<file path="src/rtl/adder_op_sequencer_pkg.sv">
// Shared types and constants for the stepped switch adder.
// Latency: n/a (declarations only).
// Backpressure: n/a.
package adder_seq_pkg;

    // One-hot encoding so the state can drive LEDG[3:0] directly
    typedef enum logic [3:0] {
        LOAD_A = 4'b0001,
        LOAD_B = 4'b0010,
        CALC   = 4'b0100,
        SHOW   = 4'b1000
    } state_t;

    // Active-low seven-segment patterns, bit order {g,f,e,d,c,b,a}
    localparam logic [6:0] SEG7_0     = 7'b1000000;
    localparam logic [6:0] SEG7_1     = 7'b1111001;
    localparam logic [6:0] SEG7_2     = 7'b0100100;
    localparam logic [6:0] SEG7_3     = 7'b0110000;
    localparam logic [6:0] SEG7_4     = 7'b0011001;
    localparam logic [6:0] SEG7_5     = 7'b0010010;
    localparam logic [6:0] SEG7_6     = 7'b0000010;
    localparam logic [6:0] SEG7_7     = 7'b1111000;
    localparam logic [6:0] SEG7_8     = 7'b0000000;
    localparam logic [6:0] SEG7_9     = 7'b0010000;
    localparam logic [6:0] SEG7_BLANK = 7'b1111111;

    // Decimal digit to segment pattern; anything above 9 blanks the digit
    function automatic logic [6:0] seg7_encode(input logic [3:0] digit);
        logic [6:0] seg;
        case (digit)
            4'd0:    seg = SEG7_0;
            4'd1:    seg = SEG7_1;
            4'd2:    seg = SEG7_2;
            4'd3:    seg = SEG7_3;
            4'd4:    seg = SEG7_4;
            4'd5:    seg = SEG7_5;
            4'd6:    seg = SEG7_6;
            4'd7:    seg = SEG7_7;
            4'd8:    seg = SEG7_8;
            4'd9:    seg = SEG7_9;
            default: seg = SEG7_BLANK;
        endcase
        return seg;
    endfunction

endpackage

</file>
<file path="src/rtl/adder_op_sequencer_if.sv">
// Board-side bundle: slide switches and key in, LEDs and two HEX digits out.
// Latency: n/a (wiring only).
// Backpressure: none; the key is a human-paced pulse source.
interface adder_op_sequencer_if;
    logic [17:0] SW;
    logic        KEY_NEXT;
    logic [17:0] LEDR;
    logic [8:0]  LEDG;
    logic [6:0]  HEX0;
    logic [6:0]  HEX1;

    // Board / stimulus side
    modport master (
        output SW,
        output KEY_NEXT,
        input  LEDR,
        input  LEDG,
        input  HEX0,
        input  HEX1
    );

    // Sequencer side
    modport slave (
        input  SW,
        input  KEY_NEXT,
        output LEDR,
        output LEDG,
        output HEX0,
        output HEX1
    );
endinterface

</file>
<file path="src/rtl/adder_op_sequencer_key_debounce.sv">
// Push-button conditioner: 2-flop synchronizer then debounce (or plain edge detect).
// Latency: 2 sync cycles + DEBOUNCE_CYCLES (debounced) or 2 sync cycles + 1 (edge only).
// Backpressure: none; press is a one-cycle pulse. Build macro: ADDER_SEQ_DEBOUNCE_EN.
module key_debounce #(
    parameter int DEBOUNCE_CYCLES = 500000
) (
    input  logic clk,
    input  logic rst_n,
    input  logic key_n,
    output logic press
);

    logic sync_1;
    logic key_sync;

    // Out-of-range settings show up as this named scope in the elaborated hierarchy
    if (DEBOUNCE_CYCLES < 2) begin : g_debounce_cycles_below_min
    end

    // Two-flop synchronizer; resets to the released (high) level
    always_ff @(posedge clk or negedge rst_n) begin
        if (!rst_n) begin
            sync_1   <= 1'b1;
            key_sync <= 1'b1;
        end else begin
            sync_1   <= key_n;
            key_sync <= sync_1;
        end
    end

`ifdef ADDER_SEQ_DEBOUNCE_EN
    localparam int              CW       = $clog2(DEBOUNCE_CYCLES + 1);
    localparam logic [CW-1:0]   CNT_LAST = CW'(DEBOUNCE_CYCLES - 1);

    logic [CW-1:0] cnt;
    logic          held;

    // Count consecutive samples that disagree with the accepted level; with an
    // active-low key, "disagree" is key_sync == held. Flip after a full run.
    always_ff @(posedge clk or negedge rst_n) begin
        if (!rst_n) begin
            cnt   <= '0;
            held  <= 1'b0;
            press <= 1'b0;
        end else begin
            press <= 1'b0;
            if (key_sync == held) begin
                if (cnt == CNT_LAST) begin
                    cnt   <= '0;
                    held  <= ~held;
                    press <= ~held;
                end else begin
                    cnt <= cnt + 1'b1;
                end
            end else begin
                cnt <= '0;
            end
        end
    end
`else
    logic key_prev;

    // One pulse per falling edge of the synchronized key
    always_ff @(posedge clk or negedge rst_n) begin
        if (!rst_n) begin
            key_prev <= 1'b1;
            press    <= 1'b0;
        end else begin
            key_prev <= key_sync;
            press    <= key_prev & ~key_sync;
        end
    end
`endif

endmodule

</file>
<file path="src/rtl/adder_op_sequencer.sv">
// Stepped 4-bit switch adder: key presses walk A -> B/cin -> sum -> display.
// Latency: result on LEDR/HEX 3 clocks after the B press; live switch echo lags 2 clocks.
// Backpressure: presses arriving in CALC are dropped. Build macro: ADDER_SEQ_DEBOUNCE_EN (key path).
module adder_op_sequencer
    import adder_seq_pkg::*;
#(
    parameter int W               = 4,
    parameter int DEBOUNCE_CYCLES = 500000
) (
    input  logic                 CLOCK_50,
    input  logic                 RST_N,
    adder_op_sequencer_if.slave  io
);

    localparam int RW = W + 1;

    logic [1:0]    rst_pipe;
    logic          rst_n;
    logic          press;
    state_t        state;
    logic [W-1:0]  reg_a;
    logic [W-1:0]  reg_b;
    logic          reg_cin;
    logic [RW-1:0] result;
    logic [7:0]    sw_q;
    logic [RW-1:0] disp_val;
    logic [1:0]    tens;
    logic [3:0]    ones;
    logic [17:0]   ledr_q;
    logic [8:0]    ledg_q;
    logic [6:0]    hex0_q;
    logic [6:0]    hex1_q;
    logic          sw_unused_bits;

    assign sw_unused_bits = ^io.SW[16:9];

    // Reset asserts immediately, releases on a clock edge
    always_ff @(posedge CLOCK_50 or negedge RST_N) begin
        if (!RST_N) begin
            rst_pipe <= 2'b00;
        end else begin
            rst_pipe <= {rst_pipe[0], 1'b1};
        end
    end

    assign rst_n = rst_pipe[1];

    key_debounce #(
        .DEBOUNCE_CYCLES (DEBOUNCE_CYCLES)
    ) u_key (
        .clk   (CLOCK_50),
        .rst_n (rst_n),
        .key_n (io.KEY_NEXT),
        .press (press)
    );

    // Operand-entry FSM with its operand and result registers
    always_ff @(posedge CLOCK_50 or negedge rst_n) begin
        if (!rst_n) begin
            state   <= LOAD_A;
            reg_a   <= '0;
            reg_b   <= '0;
            reg_cin <= 1'b0;
            result  <= '0;
        end else begin
            case (state)
                LOAD_A: begin
                    if (press) begin
                        reg_a <= io.SW[W-1:0];
                        state <= LOAD_B;
                    end
                end
                LOAD_B: begin
                    if (press) begin
                        reg_b   <= io.SW[W+3:4];
                        reg_cin <= io.SW[8];
                        state   <= CALC;
                    end
                end
                CALC: begin
                    result <= RW'(reg_a) + RW'(reg_b) + RW'(reg_cin);
                    state  <= SHOW;
                end
                SHOW: begin
                    if (press) begin
                        reg_b   <= '0;
                        reg_cin <= 1'b0;
                        if (io.SW[17]) begin
                            reg_a <= result[W-1:0];
                            state <= LOAD_B;
                        end else begin
                            reg_a  <= '0;
                            result <= '0;
                            state  <= LOAD_A;
                        end
                    end
                end
                default: state <= LOAD_A;
            endcase
        end
    end

    // Display-only copy of the operand switches; not a synchronizer
    always_ff @(posedge CLOCK_50 or negedge rst_n) begin
        if (!rst_n) begin
            sw_q <= '0;
        end else begin
            sw_q <= io.SW[7:0];
        end
    end

    // Pick what the HEX digits show and split it into tens/ones
    always_comb begin
        case (state)
            LOAD_A:  disp_val = RW'(sw_q[3:0]);
            LOAD_B:  disp_val = RW'(sw_q[7:4]);
            default: disp_val = result;
        endcase
        tens = 2'd0;
        ones = disp_val[3:0];
        if (disp_val >= RW'(30)) begin
            tens = 2'd3;
            ones = 4'(disp_val - RW'(30));
        end else if (disp_val >= RW'(20)) begin
            tens = 2'd2;
            ones = 4'(disp_val - RW'(20));
        end else if (disp_val >= RW'(10)) begin
            tens = 2'd1;
            ones = 4'(disp_val - RW'(10));
        end
    end

    // Registered board outputs
    always_ff @(posedge CLOCK_50 or negedge rst_n) begin
        if (!rst_n) begin
            ledr_q <= '0;
            ledg_q <= {5'b00000, LOAD_A};
            hex0_q <= SEG7_0;
            hex1_q <= SEG7_0;
        end else begin
            ledr_q <= {4'b0000, result, reg_cin, reg_b, reg_a};
            ledg_q <= {1'b0, (state == SHOW) & result[W], 3'b000, state};
            hex0_q <= seg7_encode(ones);
            hex1_q <= seg7_encode({2'b00, tens});
        end
    end

    assign io.LEDR = ledr_q;
    assign io.LEDG = ledg_q;
    assign io.HEX0 = hex0_q;
    assign io.HEX1 = hex1_q;

endmodule

</file>
<file path="src/flat_wrapper.sv">
// flat-port wrapper written by rule: the top's interface ports become plain ports
module adder_op_sequencer_flat import adder_seq_pkg::*;
#(
    parameter int W               = 4,
    parameter int DEBOUNCE_CYCLES = 500000
)
  (CLOCK_50, RST_N, io_SW, io_KEY_NEXT, io_LEDR, io_LEDG, io_HEX0, io_HEX1);
  adder_op_sequencer_if io_i ();
  input  logic CLOCK_50;
  input  logic RST_N;
  input wire logic [$bits(io_i.SW)-1:0] io_SW;
  input wire logic [$bits(io_i.KEY_NEXT)-1:0] io_KEY_NEXT;
  output wire logic [$bits(io_i.LEDR)-1:0] io_LEDR;
  output wire logic [$bits(io_i.LEDG)-1:0] io_LEDG;
  output wire logic [$bits(io_i.HEX0)-1:0] io_HEX0;
  output wire logic [$bits(io_i.HEX1)-1:0] io_HEX1;
  assign io_i.SW = io_SW;
  assign io_i.KEY_NEXT = io_KEY_NEXT;
  assign io_LEDR = io_i.LEDR;
  assign io_LEDG = io_i.LEDG;
  assign io_HEX0 = io_i.HEX0;
  assign io_HEX1 = io_i.HEX1;
  adder_op_sequencer #(.W(W), .DEBOUNCE_CYCLES(DEBOUNCE_CYCLES)) u_core (.CLOCK_50(CLOCK_50), .RST_N(RST_N), .io(io_i));
endmodule
</file>
<file path="config.mk">
export PLATFORM = sky130hd
export DESIGN_NAME = adder_op_sequencer_flat
export DESIGN_NICKNAME = d
export VERILOG_FILES = /design/src/rtl/adder_op_sequencer_pkg.sv /design/src/rtl/adder_op_sequencer_if.sv /design/src/rtl/adder_op_sequencer_key_debounce.sv /design/src/rtl/adder_op_sequencer.sv /design/src/flat_wrapper.sv
export SDC_FILE = /design/constraint.sdc
export NUM_CORES = 1
export LEC_CHECK = 0
export BUFFER_PORTS_ARGS = -buffer_cell sky130_fd_sc_hd__clkbuf_2
export CORE_AREA = 2 2 78 80
export DETAILED_ROUTE_END_ITERATION = 10
export DIE_AREA = 0 0 80 82
export GPL_ROUTABILITY_DRIVEN = 1
export PLACE_DENSITY = 0.78
export SYNTH_ARGS = -nofsm -noshare
export SYNTH_HDL_FRONTEND = slang
export SYNTH_SLANG_ARGS = --single-unit
export TNS_END_PERCENT = 10
</file>
<file path="constraint.sdc">
create_clock -name CLOCK_50 -period 2.5 [get_ports CLOCK_50]
set_input_delay 0.5 -clock CLOCK_50 [delete_from_list [all_inputs] [get_ports CLOCK_50]]
set_output_delay 0.5 -clock CLOCK_50 [all_outputs]
set_load 0.05 [all_outputs]
</file>
# Yosys cells after proc, flatten, opt, wreduce, memory -nomap -nowiden
# Memories as Yosys holds them, arrays and structs flattened. A register that Yosys moved wholly into a read port is not among the register bits.
# Cells that the tools add are included.
[totals] wordCells=72 mem_bits_ro=112 output_inout_bits=41 mem_count=1 in_bits=21 register_bits=58
[mem_list] name="(no name shown)" depth=16 width=7 read_ports=1 rd_clocked_by_memory_dff=1 write_ports=0 line="adder_op_sequencer_pkg.sv:30" rtl="case (digit)"
[op_classes] bitwise=3 muxes=26 add_sub_neg=5 n_eq_ne=11 reduce_logical=9 magnitude_cmp=3
[op_table] operator="$mux W4" n=11
[op_table] operator="$pmux W7 S4" n=1
[op_table] operator="$pmux W5 S2" n=2
[op_table] operator="$pmux W4 S2" n=2
[op_table] operator="$pmux W4 S4" n=1
[op_table] operator="$reduce_and A3 Y1" n=4
[op_table] operator="$ge A5 B5 Y1 const B" n=2
[op_table] operator="$mux W5" n=2
[op_table] operator="$ne A2 B2 Y1 const B" n=4
[op_table] operator="$sub A4 B4 Y4 const B" n=2
[op_table] operator="$mux W2" n=3
[op_table] operator="$reduce_bool A2 Y1" n=3
[op_table] operator="$add A4 B4 Y5" n=1
[op_table] operator="$add A5 B1 Y5" n=1
[op_table] operator="$ge A5 B4 Y1 const B" n=1
[op_table] operator="$eq A2 B2 Y1 const B" n=2
[op_table] operator="$eq A4 B1 Y1 const B" n=1
[op_table] operator="$eq A4 B2 Y1 const B" n=1
[op_table] operator="$eq A4 B3 Y1 const B" n=1
[op_table] operator="$eq A4 B4 Y1 const B" n=1
[op_table] operator="$sub A4 B3 Y4 const B" n=1
[op_table] operator="$mux W1" n=3
[op_table] operator="$and A1 B1 Y1" n=2
[op_table] operator="$eq A2 B1 Y1 const B" n=1
[op_table] operator="other kinds (4)" n=4

# Longest topological paths before layout
[depth] word_depth=8 mapped_depth=15

# Hierarchy
# From an unflattened synthesis, not the netlist that was laid out.
[unflattened] cells_unflattened=251 area_unflattened_um2=2889.0
[by_module_without_submodules] mod="adder_op_sequencer" cells_per_inst=246 area_per_inst_um2=2771.4 instances=1 seq_area_each_um2=1481.4
[by_module_without_submodules] mod="key_debounce" cells_per_inst=5 area_per_inst_um2=117.6 instances=1 seq_area_each_um2=103.8

# Worst setup path after synthesis
# OpenSTA, ideal clock, no wires.
[synth_timing] kind="reg-to-reg" start="register u_core.state[0]" end="register u_core.hex0_q[0], in the netlist u_core.io.HEX0[0]" t_arrival_ns=3.306 n_path_buf=0 slack_ns=-0.927 synth_period_minus_slack_ns=3.427 stages_incl_launch_ff=14 path_cell_list="dfstp_2 -> or4b_4 -> o221a_2 -> inv_1 -> ha_1 -> inv_1 -> o2111a_2 -> a311oi_4 -> a21oi_2 -> xnor2_2 -> clkinv_1 -> ha_1 -> mux2_4 -> o22a_1"
[synth_between] elab_chain_cells=6 elab_cells_between_ends=12 cone_classes="add/sub (3); order compare (3); eq/ne (2); mux (4)"
[synth_rtl] element="from (decl)" line="adder_op_sequencer.sv:20" rtl="state_t state;"
[synth_rtl] element="from (signal assigned)" line="adder_op_sequencer.sv:60" rtl="state <= LOAD_A;"
[synth_rtl] element="from (signal assigned)" line="adder_op_sequencer.sv:70" rtl="state <= LOAD_B;"
[synth_rtl] element="from (signal assigned)" line="adder_op_sequencer.sv:77" rtl="state <= CALC;"
[synth_rtl] element="$eq A4 B2 Y1 / $eq A4 B1 Y1 (equally long branches)" line="adder_op_sequencer.sv:114" rtl="case (state)"
[synth_rtl] element="$pmux W5 S2 *" line="adder_op_sequencer.sv:114"
[synth_rtl] element="$sub A4 B4 Y4 / $ge A5 B4 Y1 (equally long branches)" line="adder_op_sequencer.sv:129, adder_op_sequencer.sv:127"
[synth_rtl] element="$mux W4" line="adder_op_sequencer.sv:127" rtl="end else if (disp_val >= RW'(10)) begin"
[synth_rtl] element="$mux W4" line="adder_op_sequencer.sv:124" rtl="end else if (disp_val >= RW'(20)) begin"
[synth_rtl] element="$mux W4 *" line="adder_op_sequencer.sv:121" rtl="if (disp_val >= RW'(30)) begin"
[synth_rtl] element="to (decl)" line="adder_op_sequencer.sv:31" rtl="logic [6:0] hex0_q;"
# Mark *: on every way between the ends. The rest lies on a longest branch, timed or not.
# A chain may end at the register's enable or synchronous reset.

# Worst setup path after layout
# Same ends and word-level chain as after synthesis.

==> impl_metrics.yaml <==
detailed_routing:
  drc: 0
  wl_mm: 5.68
  dr.first_iter.drc_count: 42
  vias: 2045
  dr.pass1.iters: 4
  ant_nets: 0
  wl_per_cell_um: 14.1
  drt-vias-per-instance: 5.09
final_layout:
  finalNetCount: 357
  antenna_cells: 0
  layoutNonFillerInstCount: 402
  multi_input_area_um2: 1140
  area_delta_synth_final_pct: 32.1
  regArea_um2: 1590
  fillCellCount: 477
  drive_gt1_share_pct: 41.0
  final_cell_area_um2: 3710
sta:
  maxSlewViolCount: 0
  rsz0062_at_grt: "yes"
  fin_crit_sh_pct: 126
  final-hold-violation-count: 0
  post-route-min-period_ns: 3.15
  setup_violations: 7
  fmax_mhz: 318
  fin_ws_ns: -0.645
  finClkSkew_ns: 0.00925
place:
  portBuffers: 44
  globalplace.congestion: 0.913
  dp.cells: 381
  placed_area_um2: 3380
  hpwl_mm: 3.94
pwr:
  p_leak_nw: 1.84
  seq_power_share_pct: 33.0
  max-vdd-ir-drop_v: 0.000627
  cellPowerDensity_nw_per_um2: 1050
  combinationalPowerShare_pct: 39.0
  switching_share_pct: 36.9
  p_int_mw: 2.47
  power.switching_mw: 1.44
  clkPwrFrac_pct: 28.0
yosys:
  synth.distinct_cells: 53
  async_reset_ff_share_pct: 100
  synth_area_um2: 2810
  syn_area_per_cell_um2: 12.0
  synth_common_cells: "56 x dfrtp_1, 15 x inv_1, 14 x nand2_1, 14 x o21ai_0, 12 x ha_1"
  synthFlopType: "dfrtp_1"
  yosys_warnings: 0
  synthCells: 234
  synth_most_common_cell: "dfrtp_1"
  synth_top_area_share_pct: 49.8
  synth_largest_area_cell: "dfrtp_1"
  synth_edf_count: 0
  synthTopCellsByArea: "dfrtp_1 50%, dfstp_2 6.5%, ha_1 5.3%"
  synth_seq_cells: 63
  ys_seq_area_share_pct: 56.4
floorplan:
  die_h_um: 82
  die_w_um: 80
  ios: 62
  initial_utilization_pct: 48.9
  die_area_um2: 6560
  rows: 28
  core_um2: 5750
cts:
  path_clk_slew_ns: 0.07
  clockBufferDepth: 2
  cts_buffers: 9
  clock-sinks: 63
  cts_tree: "done"
  h-tree-depth: 3
  clk_latency_ns: 0.34
  root_buffer: "clkbuf_8"
grt:
  grt_max_degree: 62
  grt_pass1_vias: 1956
  grt_overflow: 0
  grtUsageTotal_pct: 18.7
  grt_pass1_wl_mm: 9.12
  grt_antenna_before_repair: 0
outcome:
  failed_checks: "setup timing"
  status: "finished with violations"
worst_hold_path:
  min-delay-path-class: "input port to flip-flop"
  holdPathStages: 1
setup_path:
  required_ns: 2.73
  reg2reg_depth: 12
  arrival_ns: 3.37
  start_kind: "flip-flop"
  cp-end-kind: "flip-flop"
  crit_type: "flip-flop to flip-flop"
  worst-path-max-fanout: 6
  ff2ff_setup_slack_ns: -0.65
run:
  drv_cap: 0
[registers in the layout, indices dropped and copies added, names as in the netlist]
name	count
u_core.io.HEX0	7
u_core.io.HEX1	5
u_core.io.LEDG	5
u_core.io.LEDR	14
u_core.reg_a	4
u_core.reg_b	4
u_core.reg_cin	1
u_core.result	5
u_core.rst_pipe	2
u_core.state	4
u_core.sw_q	8
u_core.u_key.key_prev	1
u_core.u_key.key_sync	1
u_core.u_key.press	1
u_core.u_key.sync_1	1
[routing by layer]
layer | vias up | GRT usage (%) | part of all wire, % | wire (um)
met4 | 0 | 8.81 | 2.6 | 146
met1 | 1000 | 22.3 | 40 | 2260
met5 | - | 0 | 0 | 0
met3 | 13 | 4.95 | 5.1 | 291
met2 | 67 | 31.7 | 53 | 2980
li1 | 965 | - | - | -
[logic make-up after synthesis]
kind of cell	Yosys count	synth area share, %
buf+inv	33	6.32
simple gates	58	11.7
compound gates	55	15.1
flops	63	56.4
mux	3	1.25
other cells	2	0.267
fa+ha+maj	14	6.76
xor+xnor	6	2.14
[power by group through the flow]
stage	combinational [mW]	clock [mW]	sequential, mW
6_report	1.53	1.09	1.29
5_1_grt	1.64	1.16	1.31
4_1_cts	1.45	1.11	1.30
3_5_place_dp	1.44	0	1.31
3_3_place_gp	1.42	0	1.31
2_1_floorplan	0.609	0	1.76
[through the flow]
step / hold slack, ns / power, mW / utilization [%] / TNS [ns] / setup slack (ns)
after floorplan: 0.204 / 2.37 / - / -3.94 / -0.738
after global placement: 0.275 / 2.72 / 58.8 / -3.29 / -0.488
after detailed placement: 0.279 / 2.75 / 58.8 / -3.73 / -0.566
after CTS: 0.218 / 3.86 / 63.3 / -3.88 / -0.591
after global routing: 0.210 / 4.11 / 64.6 / -5.41 / -0.770
final: 0.233 / 3.91 / 64.6 / -4.46 / -0.645
[what timing repair did]
| action | CTS | global route |
|---|---|---|
| endpoints found under the setup margin | 7 | 7 |
| endpoints found under the hold margin | 2 | 0 |
| hold buffers | 1 | 0 |
| resized for setup | 0 | 13 |
| pin swaps | 0 | 12 |
| setup buffers | 0 | 4 |
[final timing paths]
| kind | start | to |
|---|---|---|
| max reg2reg | u_core.state[0] | u_core.io.HEX0[0] |
| max in group asynchronous | u_core.rst_pipe[1] | u_core.io.HEX1[6] |
| min | io_KEY_NEXT | u_core.u_key.sync_1 |
| min in group asynchronous | u_core.rst_pipe[1] | u_core.io.HEX0[3] |
| min reg2reg | u_core.rst_pipe[1] | u_core.io.HEX0[3] |
| max | u_core.state[0] | u_core.io.HEX0[0] |
[placed cells by master, fill, tap and decap left out, drive strengths merged, types with 6 or more instances in the layout]
cell type	count
clkbuf	54
nand2	14
nor2	8
dfrtp	56
dfstp	7
a22o	6
nor2b	6
and3	6
conb	10
o21ai	14
inv	16
a21oi	10
ha	12
buf	41
[final cells by class]
type                            count  area share (%)
Tap cell                           75            2.53
Timing Repair Buffer               86            15.4
Sequential cell                    63            42.7
Inverter                           16            1.79
Clock inverter                      6            3.13
Multi-Input combinational cell    146            30.7
Clock buffer                       10            3.71
[worst max-delay path, cell delays in order, from the launching register on]
cell,delay (ns)
dfstp_2,0.53
or4b_4,0.48
o221a_4,0.32
inv_4,0.06
ha_4,0.12
inv_2,0.04
o2111a_2,0.16
a311oi_4,0.33
buf_4,0.19
o21bai_1,0.06
a221o_2,0.44
buf_6,0.15
o22a_1,0.14
No activity file was read; power rests on OpenSTA's default activity.
